File: src/rtl/uart_tx_arbiter.sv
// Round-robin arbiter that shares one RS232 transmit serializer between two byte sources.
// Issues one tx_flag pulse per accepted byte, then blocks new grants for a full frame time.
module uart_tx_arbiter #(
    parameter int MAX_CNT    = 5208,
    parameter int FRAME_BITS = 10
) (
    input  logic       clk,
    input  logic       rstn,
    input  logic       s0_valid,
    input  logic [7:0] s0_data,
    output logic       s0_ready,
    input  logic       s1_valid,
    input  logic [7:0] s1_data,
    output logic       s1_ready,
    output logic [7:0] tx_data,
    output logic       tx_flag,
    output logic       busy,
    output logic       grant_id
);

    localparam int FRAME_CYCLES = FRAME_BITS * MAX_CNT;
    localparam int CNT_W        = $clog2(FRAME_CYCLES + 1);

    typedef enum logic [1:0] {
        S_IDLE,
        S_LOAD,
        S_WAIT
    } state_t;

    state_t             state;
    logic               last;
    logic [CNT_W-1:0]   cnt;

    // Handshake: a byte moves when sK_valid && sK_ready are both high at a
    // rising edge. Ready only rises in IDLE and for at most one source; when
    // both request, the one that did not win last time gets the slot.
    always_comb begin
        s0_ready = (state == S_IDLE) && s0_valid && (!s1_valid || last);
        s1_ready = (state == S_IDLE) && s1_valid && (!s0_valid || !last);
    end

    always_ff @(posedge clk) begin
        if (!rstn) begin
            state    <= S_IDLE;
            tx_data  <= 8'h00;
            tx_flag  <= 1'b0;
            busy     <= 1'b0;
            grant_id <= 1'b0;
            last     <= 1'b1;
            cnt      <= '0;
        end else begin
            case (state)
                S_IDLE: begin
                    tx_flag <= 1'b0;
                    if (s0_ready) begin
                        tx_data  <= s0_data;
                        grant_id <= 1'b0;
                        last     <= 1'b0;
                        tx_flag  <= 1'b1;
                        busy     <= 1'b1;
                        state    <= S_LOAD;
                    end else if (s1_ready) begin
                        tx_data  <= s1_data;
                        grant_id <= 1'b1;
                        last     <= 1'b1;
                        tx_flag  <= 1'b1;
                        busy     <= 1'b1;
                        state    <= S_LOAD;
                    end
                end
                S_LOAD: begin
                    // The serializer has no busy output, so pace a full frame here.
                    tx_flag <= 1'b0;
                    cnt     <= CNT_W'(FRAME_CYCLES - 1);
                    state   <= S_WAIT;
                end
                S_WAIT: begin
                    tx_flag <= 1'b0;
                    if (cnt == '0) begin
                        busy  <= 1'b0;
                        state <= S_IDLE;
                    end else begin
                        cnt <= cnt - CNT_W'(1);
                    end
                end
                default: begin
                    tx_flag <= 1'b0;
                    busy    <= 1'b0;
                    state   <= S_IDLE;
                end
            endcase
        end
    end

endmodule

File: config.mk
export PLATFORM = sky130hd
export DESIGN_NAME = uart_tx_arbiter
export DESIGN_NICKNAME = d
export VERILOG_FILES = /design/src/rtl/uart_tx_arbiter.sv
export SDC_FILE = /design/constraint.sdc
export NUM_CORES = 1
export LEC_CHECK = 0
export BUFFER_PORTS_ARGS = -buffer_cell sky130_fd_sc_hd__buf_2
export CAP_MARGIN = 20
export CELL_PAD_IN_SITES_DETAIL_PLACEMENT = 2
export CELL_PAD_IN_SITES_GLOBAL_PLACEMENT = 2
export CORE_MARGIN = 2
export CORE_UTILIZATION = 33
export DETAILED_ROUTE_END_ITERATION = 8
export MAX_ROUTING_LAYER = met4
export PLACE_DENSITY_LB_ADDON = 0.08
export RECOVER_POWER = 100
export REMOVE_ABC_BUFFERS = 1
export SLEW_MARGIN = 20
export SYNTH_ARGS = -nofsm -noshare
export SYNTH_HDL_FRONTEND = slang
export SYNTH_SLANG_ARGS = --single-unit
File: constraint.sdc
create_clock -name clk -period 5.6 [get_ports clk]
set_clock_uncertainty 0.1 [all_clocks]
set_input_delay 0 -clock clk [delete_from_list [all_inputs] [get_ports clk]]
set_output_delay 0 -clock clk [all_outputs]
set_load 0.005 [all_outputs]
==> flow_metrics.tcl, run 1 <==
set metrics [dict create \
    grt_pass1_wl_microns 8090 \
    place_ws_ps 3130 \
    fin_area_sq_mm 0.00194 \
    path_class "flop to flop" \
    track_usage 0.210 \
    max_freq_ghz 0.372 \
    std_cell_rows 24 \
    vias 1592 \
    tns_ps 0 \
    fin_crit_sh 0.480 \
    syn-cell-area_sq_mm 0.00152 \
    ys_seq_area_frac 0.396 \
    overflow 0 \
    critPathMaxFanout 18 \
    die_area_sq_mm 0.00516 \
    power_frac_seq 0.417 \
    io_buffers 32 \
    synthCells 178 \
    drv_slew 0 \
    top_level_ports 33 \
    wl_met3_microns 162 \
    clockRootBuffer "clkbuf_8" \
    routed_wl_microns 4900 \
    synth_top_cells_by_count "30 x dfxtp_1, 18 x nor2_1, 11 x nand2_1" \
    clk_latency_ps 290 \
    routedWlPerCell_microns 17.8 \
    fin_crit_ps 2690 \
    cts_buffers 5 \
    synth_edf_count 0 \
    hold_class "input pin to flop" \
    maxSlewHeadroom 0.482 \
    diodes 0 \
    yosys_warnings 0 \
    synth_top_area_frac 0.396 \
    finalSetupViolCount 0 \
    postPlaceCellArea_sq_mm 0.00171 \
    start_kind "flop" \
    cts_buffer_depth 2 \
    worstPathArrival_ps 2760 \
    power_switching_mw 0.240 \
    rsz0062_at_grt "false" \
    switching_share 0.359 \
    cts_tree "yes" \
    p_int_mw 0.429 \
    end_kind "flop" \
    drt_iter0_drc 89 \
    synth.most_common_cell "dfxtp_1" \
    gp_congestion 0.820 \
    topRoutingLayerUsed "met4" \
    vdd_ir_drop_max_mv 0.160 \
    ys_seq_elements 30 \
    die_x_microns 71.8 \
    ys.flop_type "dfxtp_1" \
    p_leak_nw 0.803 \
    worst_pin_slew_ps 777 \
    die_y_microns 71.8 \
    power_frac_comb 0.304 \
    outcome "complete, no violations" \
    clockPowerShare 0.279 \
    cap_violations 0 \
    detail-route-antenna-nets 0 \
    critPathRequiredTime_ps 5670 \
    antenna_found_initial 0 \
    cts.sinks 30 \
    h-tree-depth 2 \
    fin_ws_ps 2910 \
    nets 244 \
    grt_max_degree 23 \
    yosysTopAreaCell "dfxtp_1" \
    post_cts_buffers 0 \
    drive_above_1_share 0.170 \
    m1WireLength_microns 2300 \
    hold_viol_final 0 \
    synth.avg_cell_area_sq_um 8.53 \
    ys_types 44 \
    wl_met2_microns 2360 \
    cts.clk_slew.worst_paths_ps 70 \
    dp_hpwl_microns 3370 \
    drc 0 \
    async_reset_ff_frac 0 \
    coreArea_sq_mm 0.00438 \
    first_global_vias 1644 \
    drt_first_pass_iters 4 \
    nFillCells 483 \
    power_density_mw_per_mm2 345 \
    area_growth_pct 27.9 \
    via_per_inst 5.77 \
    fin_util 0.443 \
    synth.area.top_cells "dfxtp_1 40%, mux2i_1 5.3%, nor2_1 4.5%" \
    initial_core_util 0.346 \
]
## through the flow
| stage | hold slack (ps) | instances | total power, mW |
|---|---|---|---|
| finish | 0.188 | 276 | 0.669 |
| global route | 6.42 | 276 | 0.712 |
| global placement | 215 | 253 | 0.462 |
| detailed placement | 237 | 253 | 0.474 |
| floorplan | 17.7 | 169 | 0.404 |
| CTS | 4.98 | 276 | 0.671 |
## power groups by stage
| stage | combinational (mW) | sequential (mW) | clock [mW] |
|---|---|---|---|
| 2_1_floorplan | 0.131 | 0.274 | 0 |
| 3_3_place_gp | 0.183 | 0.279 | 0 |
| 3_5_place_dp | 0.192 | 0.282 | 0 |
| 4_1_cts | 0.204 | 0.278 | 0.189 |
| 5_1_grt | 0.227 | 0.285 | 0.200 |
| 6_report | 0.203 | 0.279 | 0.187 |
## flip-flops by register name, summed over array words and instances (netlist names)
| name | count |
|---|---|
| state | 2 |
| tx_flag | 1 |
| tx_data | 8 |
| cnt | 16 |
| grant_id | 1 |
| last | 1 |
| busy | 1 |
## critical path, stage by stage (launching register included)
cell	delay [ps]
dfxtp_1	490
nor2_1	400
nand3_1	490
mux2i_1	230
dlygate4sd3_1	570
a211oi_1	290
## placed cells by master, fill, tap and decap left out, types with 3 or more instances in the layout
master,Yosys,routed
dfxtp_1,30,30
buf_2,0,24
nor2_1,18,18
dlygate4sd3_1,0,15
nand2_1,11,11
clkbuf_1,8,9
a31oi_1,8,8
a21oi_1,8,8
mux2i_1,8,8
a211oi_1,8,8
inv_1,7,7
or4_1,6,6
o21ai_0,6,6
clkbuf_8,0,6
nand3_1,5,5
nand4_1,5,5
nor4_1,4,4
o21a_1,4,4
nand2b_1,3,3
or3_1,3,3
nor3b_1,3,3
o31ai_1,3,3
nor3_1,3,3
## path summary, 6_finish.rpt
path,start,to,slack [ps],cells after the start
setup / recovery,state[1],tx_data[3],2910,5
setup reg to reg,state[1],tx_data[3],2910,5
hold reg to reg,grant_id,grant_id,360,2
hold / removal,s1_data[0],tx_data[0],0.2,3
## metal layers
layer | vias to the layer above | global-route usage
met5 | - | -
met2 | 35 | 0.343
met1 | 782 | 0.260
li1 | 767 | -
met3 | 8 | 0.0422
met4 | 0 | 0.0713
## layout make-up
cell class	count	area (sq um)	share of cell area
clock buffers	7	86.3	0.0445
flip-flops and latches	30	601	0.309
repair buffers	47	300	0.155
well taps	52	65.1	0.0335
multi-input cells	132	857	0.442
inverters	7	26.3	0.0135
clock inverters	1	5.00	0.00258
## cell families after synthesis
| group | count (synthesis) | synth area share |
|---|---|---|
| buffers and inverters | 16 | 0.0396 |
| adder cells (fa/ha/maj) | 1 | 0.00824 |
| XOR/XNOR | 1 | 0.00577 |
| AND/OR/NAND/NOR | 74 | 0.279 |
| AO/OA/AOI/OAI | 48 | 0.219 |
| flip-flops | 30 | 0.396 |
| multiplexers | 8 | 0.0528 |
## timing repair
action | CTS | global route
endpoints found under the hold margin | 14 | 0
resized for setup | 0 | 0
endpoints found under the setup margin | 0 | 0
hold buffers | 15 | 0
No activity file was read; power rests on OpenSTA's default activity.
==> run 2: changes to the inputs <==
- CORE_UTILIZATION: 33 -> 31
- clock period: 5.6 -> 2.5 ns (I/O delays scaled with it)
==> flow_metrics.tcl, run 2 (synthesis results as in run 1) <==
set metrics [dict create \
    path_class "flop to flop" \
    vdd_ir_drop_max_mv 0.326 \
    std_cell_rows 25 \
    via_per_inst 5.56 \
    fin_ws_ps 223 \
    h-tree-depth 2 \
    routed_wl_microns 5940 \
    area_growth_pct 38.0 \
    reg2reg_depth 8 \
    final_cell_mix "30 x dfxtp_1, 23 x buf_2, 20 x dlygate4sd3_1" \
    coreArea_sq_mm 0.00472 \
    nFillCells 523 \
    top_level_ports 33 \
    hold_class "flop to flop" \
    power_density_mw_per_mm2 785 \
    maxSlewHeadroom 0.433 \
    fin_crit_ps 2280 \
    top_regs "cnt: 16 flops, tx_data: 8 flops, state: 2 flops" \
    p_leak_nw 0.860 \
    cts_buffers 5 \
    grt_max_degree 23 \
    track_usage 0.242 \
    r2r_setup_slack_ps 220 \
    clockRootBuffer "clkbuf_8" \
    hold_viol_final 0 \
    cts-resized-gates 0 \
    seqCellArea_sq_um 601 \
    critPathMaxFanout 7 \
    io_buffers 32 \
    cts.sinks 30 \
    worstPathArrival_ps 2310 \
    reg2reg_from "cnt[0]" \
    postPlaceCellArea_sq_mm 0.00180 \
    r2r-end "cnt[0]" \
    whs_path_depth 2 \
    cts_buffer_depth 2 \
    slowest_stage "a2111oi_0" \
    vias 1702 \
    start_kind "flop" \
    worst_pin_slew_ps 850 \
    finalSetupViolCount 0 \
    largest_register_ffs 16 \
    multi_input_area_sq_um 853 \
    die_area_sq_mm 0.00547 \
    detail-route-antenna-nets 0 \
    max_stage_delay_ps 470 \
    fin_area_sq_mm 0.00209 \
    outcome "complete, no violations" \
    largest_register "cnt" \
    tns_ps 0 \
    die_y_microns 74.0 \
    cp_top_family "compound AO/OA/AOI/OAI gates" \
    max_freq_ghz 0.439 \
    hold_path_end "grant_id" \
    place_ws_ps 329 \
    cts.clk_slew.worst_paths_ps 70 \
    diodes 0 \
    overflow 0 \
    antenna_found_initial 0 \
    nets 259 \
    cts_tree "yes" \
    drt_first_pass_iters 4 \
    clk_latency_ps 290 \
    hold_start "grant_id" \
    final_common_cell "dfxtp_1" \
    end_kind "flop" \
    dp_hpwl_microns 3640 \
    rsz0062_at_grt "false" \
    cap_violations 0 \
    die_x_microns 74.0 \
    critPathBufInv 3 \
    total_power_mw 1.64 \
    drive_above_1_share 0.188 \
    routedWlPerCell_microns 19.4 \
    fin_crit_sh 0.911 \
    first_global_vias 1867 \
    path_cells "inv_1 -> ha_1 -> nor3b_1 -> buf_4 -> a41oi_1 -> buf_4 -> nor3b_1 -> a2111oi_0" \
    gp_congestion 0.818 \
    critPathRequiredTime_ps 2540 \
    grt_pass1_wl_microns 9590 \
    initial_core_util 0.321 \
    drv_slew 0 \
    drc 0 \
    drt_iter0_drc 78 \
]
## run 2: timing repair
| action | CTS | global route |
|---|---|---|
| hold endpoints to repair | 15 | 0 |
| buffers inserted | 0 | 0 |
| hold buffers | 20 | 0 |
## run 2: worst min-delay path: stages, from the launching register on
cell	delay [ps]
dfxtp_1	310
nand2_1	70
a21oi_1	60
## run 2: cell type report
class                           count  area share
Clock buffer                        5      0.0329
Clock inverter                      3      0.0215
Inverter                            7      0.0125
Multi-Input combinational cell    132       0.407
Sequential cell                    30       0.287
Tap cell                           67      0.0400
Timing Repair Buffer               62       0.199
## run 2: where the power goes
part | switching, mW | leakage (nW) | internal [mW]
combinational | 0.298 | 0.561 | 0.226
clock | 0.206 | 0.0504 | 0.296
sequential | 0.0747 | 0.248 | 0.543
## run 2: through the flow
step / utilization / std cells / hold WS (ps)
2_1_floorplan: - / 169 / 17.7
3_3_place_gp: 0.382 / 278 / 213
3_5_place_dp: 0.382 / 278 / 224
4_1_cts: 0.448 / 306 / 376
5_1_grt: 0.443 / 306 / 424
6_report: 0.443 / 306 / 397
## run 2: routing by layer
layer / up-vias / GRT usage / routed length [microns]
met4: 0 / 0.0747 / 98
met2: 41 / 0.400 / 2990
met1: 848 / 0.300 / 2640
li1: 803 / - / -
met5: - / - / 0
met3: 10 / 0.0447 / 206
## run 2: how the worst max path moves through the flow
| stage | slack [ps] | startpoint | cells after the start | to |
|---|---|---|---|---|
| 3_3_place_gp | 430 | cnt[4] | 4 | cnt[11] |
| 6_report | 220 | cnt[0] | 8 | cnt[0] |
| 5_1_grt | 70 | cnt[0] | 8 | cnt[0] |
| 2_1_floorplan | 490 | cnt[4] | 4 | cnt[11] |
| 3_5_place_dp | 330 | cnt[0] | 8 | cnt[0] |
| 4_1_cts | 240 | cnt[0] | 8 | cnt[0] |
==> run 3: changes to the inputs <==
- ABC_AREA: unset -> 1
- BUFFER_PORTS_ARGS: -buffer_cell sky130_fd_sc_hd__buf_2 -> -buffer_cell sky130_fd_sc_hd__buf_4
- CORE_UTILIZATION: 31 -> 28
==> flow_metrics.tcl, run 3 <==
set metrics [dict create \
    ys_types 25 \
    routed_wl_microns 5240 \
    clockRootBuffer "clkbuf_8" \
    postPlaceCellArea_sq_mm 0.00189 \
    drv_slew 0 \
    synth_edf_count 0 \
    fin_util 0.393 \
    rsz0062_at_grt "false" \
    fin_area_sq_mm 0.00215 \
    multi_input_area_sq_um 847 \
    syn-cell-area_sq_mm 0.00158 \
    io_buffers 32 \
    drt_first_pass_iters 4 \
    top_level_ports 33 \
    largest_register_ffs 16 \
    fin_crit_ps 2160 \
    ys_seq_area_frac 0.379 \
    total_power_mw 1.75 \
    die_y_microns 79.2 \
    via_per_inst 4.77 \
    vias 1756 \
    tns_ps 0 \
    cts_buffer_depth 2 \
    synth.area.top_cells "dfxtp_1 38%, nand2_1 14%, nor2_1 11%" \
    die_x_microns 79.2 \
    diodes 0 \
    ys.flop_type "dfxtp_1" \
    p_leak_nw 0.986 \
    final_common_cell "nand2_1" \
    critPathRequiredTime_ps 2630 \
    yosys_warnings 0 \
    worstPathArrival_ps 2290 \
    largest_register "cnt" \
    cts_tree "yes" \
    first_global_vias 1941 \
    top_regs "cnt: 16 flops, tx_data: 8 flops, state: 2 flops" \
    grtUsageMet2 0.346 \
    grt_pass1_wl_microns 9010 \
    critPathMaxFanout 16 \
    grt_max_degree 17 \
    overflow 0 \
    start_kind "input pin" \
    synthMuxAreaShare 0 \
    dp.cells 342 \
    cts.sinks 30 \
    initial_core_util 0.289 \
    detail-route-antenna-nets 0 \
    synthSimpleGateAreaFrac 0.396 \
    synth_top_family_by_area "simple AND/OR/NAND/NOR gates" \
    gp_congestion 0.739 \
    yosysTopAreaCell "dfxtp_1" \
    synth_compound_area_frac 0.129 \
    die_area_sq_mm 0.00627 \
    synthCells 242 \
    nets 316 \
    vdd_ir_drop_max_mv 0.266 \
    maxSlewHeadroom 0.501 \
    max_freq_ghz 0.462 \
    area_growth_pct 35.9 \
    synth-xor-area-share 0.0111 \
    nFillCells 673 \
    synth_fa_ha_area_frac 0.00791 \
    coreArea_sq_mm 0.00547 \
    synth.most_common_cell "nand2_1" \
    drt_iter0_drc 32 \
    std_cell_rows 27 \
    synth_top_area_frac 0.379 \
    track_usage 0.190 \
    h-tree-depth 2 \
    power_density_mw_per_mm2 812 \
    use_met3 0.0455 \
    finalSetupViolCount 0 \
    cts_buffers 5 \
    drive_above_1_share 0.166 \
    use_met1 0.205 \
    hold_viol_final 0 \
    final_cells 368 \
    drc 0 \
    fin_crit_sh 0.866 \
    async_reset_ff_frac 0 \
    dp_hpwl_microns 3680 \
    path_class "input pin to flop" \
    ys_seq_elements 30 \
    final_cell_mix "58 x nand2_1, 47 x nor2_1, 30 x dfxtp_1" \
    hold_class "input pin to flop" \
    cts.clk_slew.worst_paths_ps 70 \
    synth_top_cells_by_count "58 x nand2_1, 46 x nor2_1, 30 x dfxtp_1" \
    outcome "complete, no violations" \
    routedWlPerCell_microns 14.2 \
    seqCellArea_sq_um 601 \
    synth.avg_cell_area_sq_um 6.54 \
    antenna_found_initial 0 \
    clk_latency_ps 290 \
    post_cts_buffers 0 \
    end_kind "flop" \
    busiest_layer "met2" \
    worst_pin_slew_ps 749 \
    cap_violations 0 \
]
[run 3: cell types whose count changed after synthesis, moves of 4 or more]
| cell | delta |
|---|---|
| o21ai_0 | +11 |
| nand2_1 | +47 |
| a21oi_2 | +4 |
| o21a_1 | -4 |
| nand3b_1 | +4 |
| a211oi_1 | -8 |
| a31oi_1 | -8 |
| or4_1 | -6 |
| nor2_1 | +28 |
| nor4_1 | -4 |
| inv_1 | +13 |
| clkbuf_1 | -5 |
| mux2i_1 | -8 |
| nand3_1 | +23 |
[run 3: per-layer routing]
| layer | vias to the layer above | wire length (microns) |
|---|---|---|
| li1 | 883 | - |
| met1 | 834 | 2290 |
| met2 | 33 | 2670 |
| met3 | 6 | 207 |
| met4 | 0 | 71 |
| met5 | - | 0 |
[run 3: report_power, final]
part | total [mW] | switching, mW | internal, mW | leakage, nW
clock | 0.475 | 0.197 | 0.278 | 0.0575
combinational | 0.661 | 0.407 | 0.254 | 0.681
sequential | 0.609 | 0.0600 | 0.549 | 0.247
total | 1.75 | 0.664 | 1.08 | 0.986
[run 3: through the flow]
stage | hold slack (ps) | setup WS (ps)
after detailed placement | 157 | 634
after global placement | 152 | 698
after CTS | 65.9 | 361
after global routing | 110 | 127
final | 58.8 | 335
after floorplan | -2.37 | 943
[run 3: cells by family after synthesis]
family | Yosys count
compound gates | 35
flops | 30
simple gates | 146
fa+ha+maj | 1
xor+xnor | 2
buf+inv | 28
[run 3: worst max-delay path, stage by stage]
cell           delay [ps]
dlygate4sd3_1         530
buf_4                 220
inv_1                 330
nor2_4                310
o21ai_0               140
o21ai_0               200
dlygate4sd3_1         570
[run 3: area by class of cell]
class                           count  share of cell area
Multi-Input combinational cell    184               0.394
Tap cell                           72              0.0419
Clock buffer                        8              0.0512
Timing Repair Buffer               52               0.195
Sequential cell                    30               0.279
Inverter                           22              0.0384
[run 3: final timing paths]
path                                   end  slack, ps  startpoint  cells after the start
worst max-delay path            tx_data[0]        340        rstn                      7
worst min-delay path              grant_id         60    s1_valid                      5
worst max register to register  tx_data[0]        340    state[1]                      8
worst min register to register    grant_id        400    grant_id                      2
[run 3: what timing repair did]
| item | 4_1_cts | 5_1_grt |
|---|---|---|
| endpoints found under the hold margin | 13 | 0 |
| resized for setup | 0 | 0 |
| hold buffers | 18 | 0 |
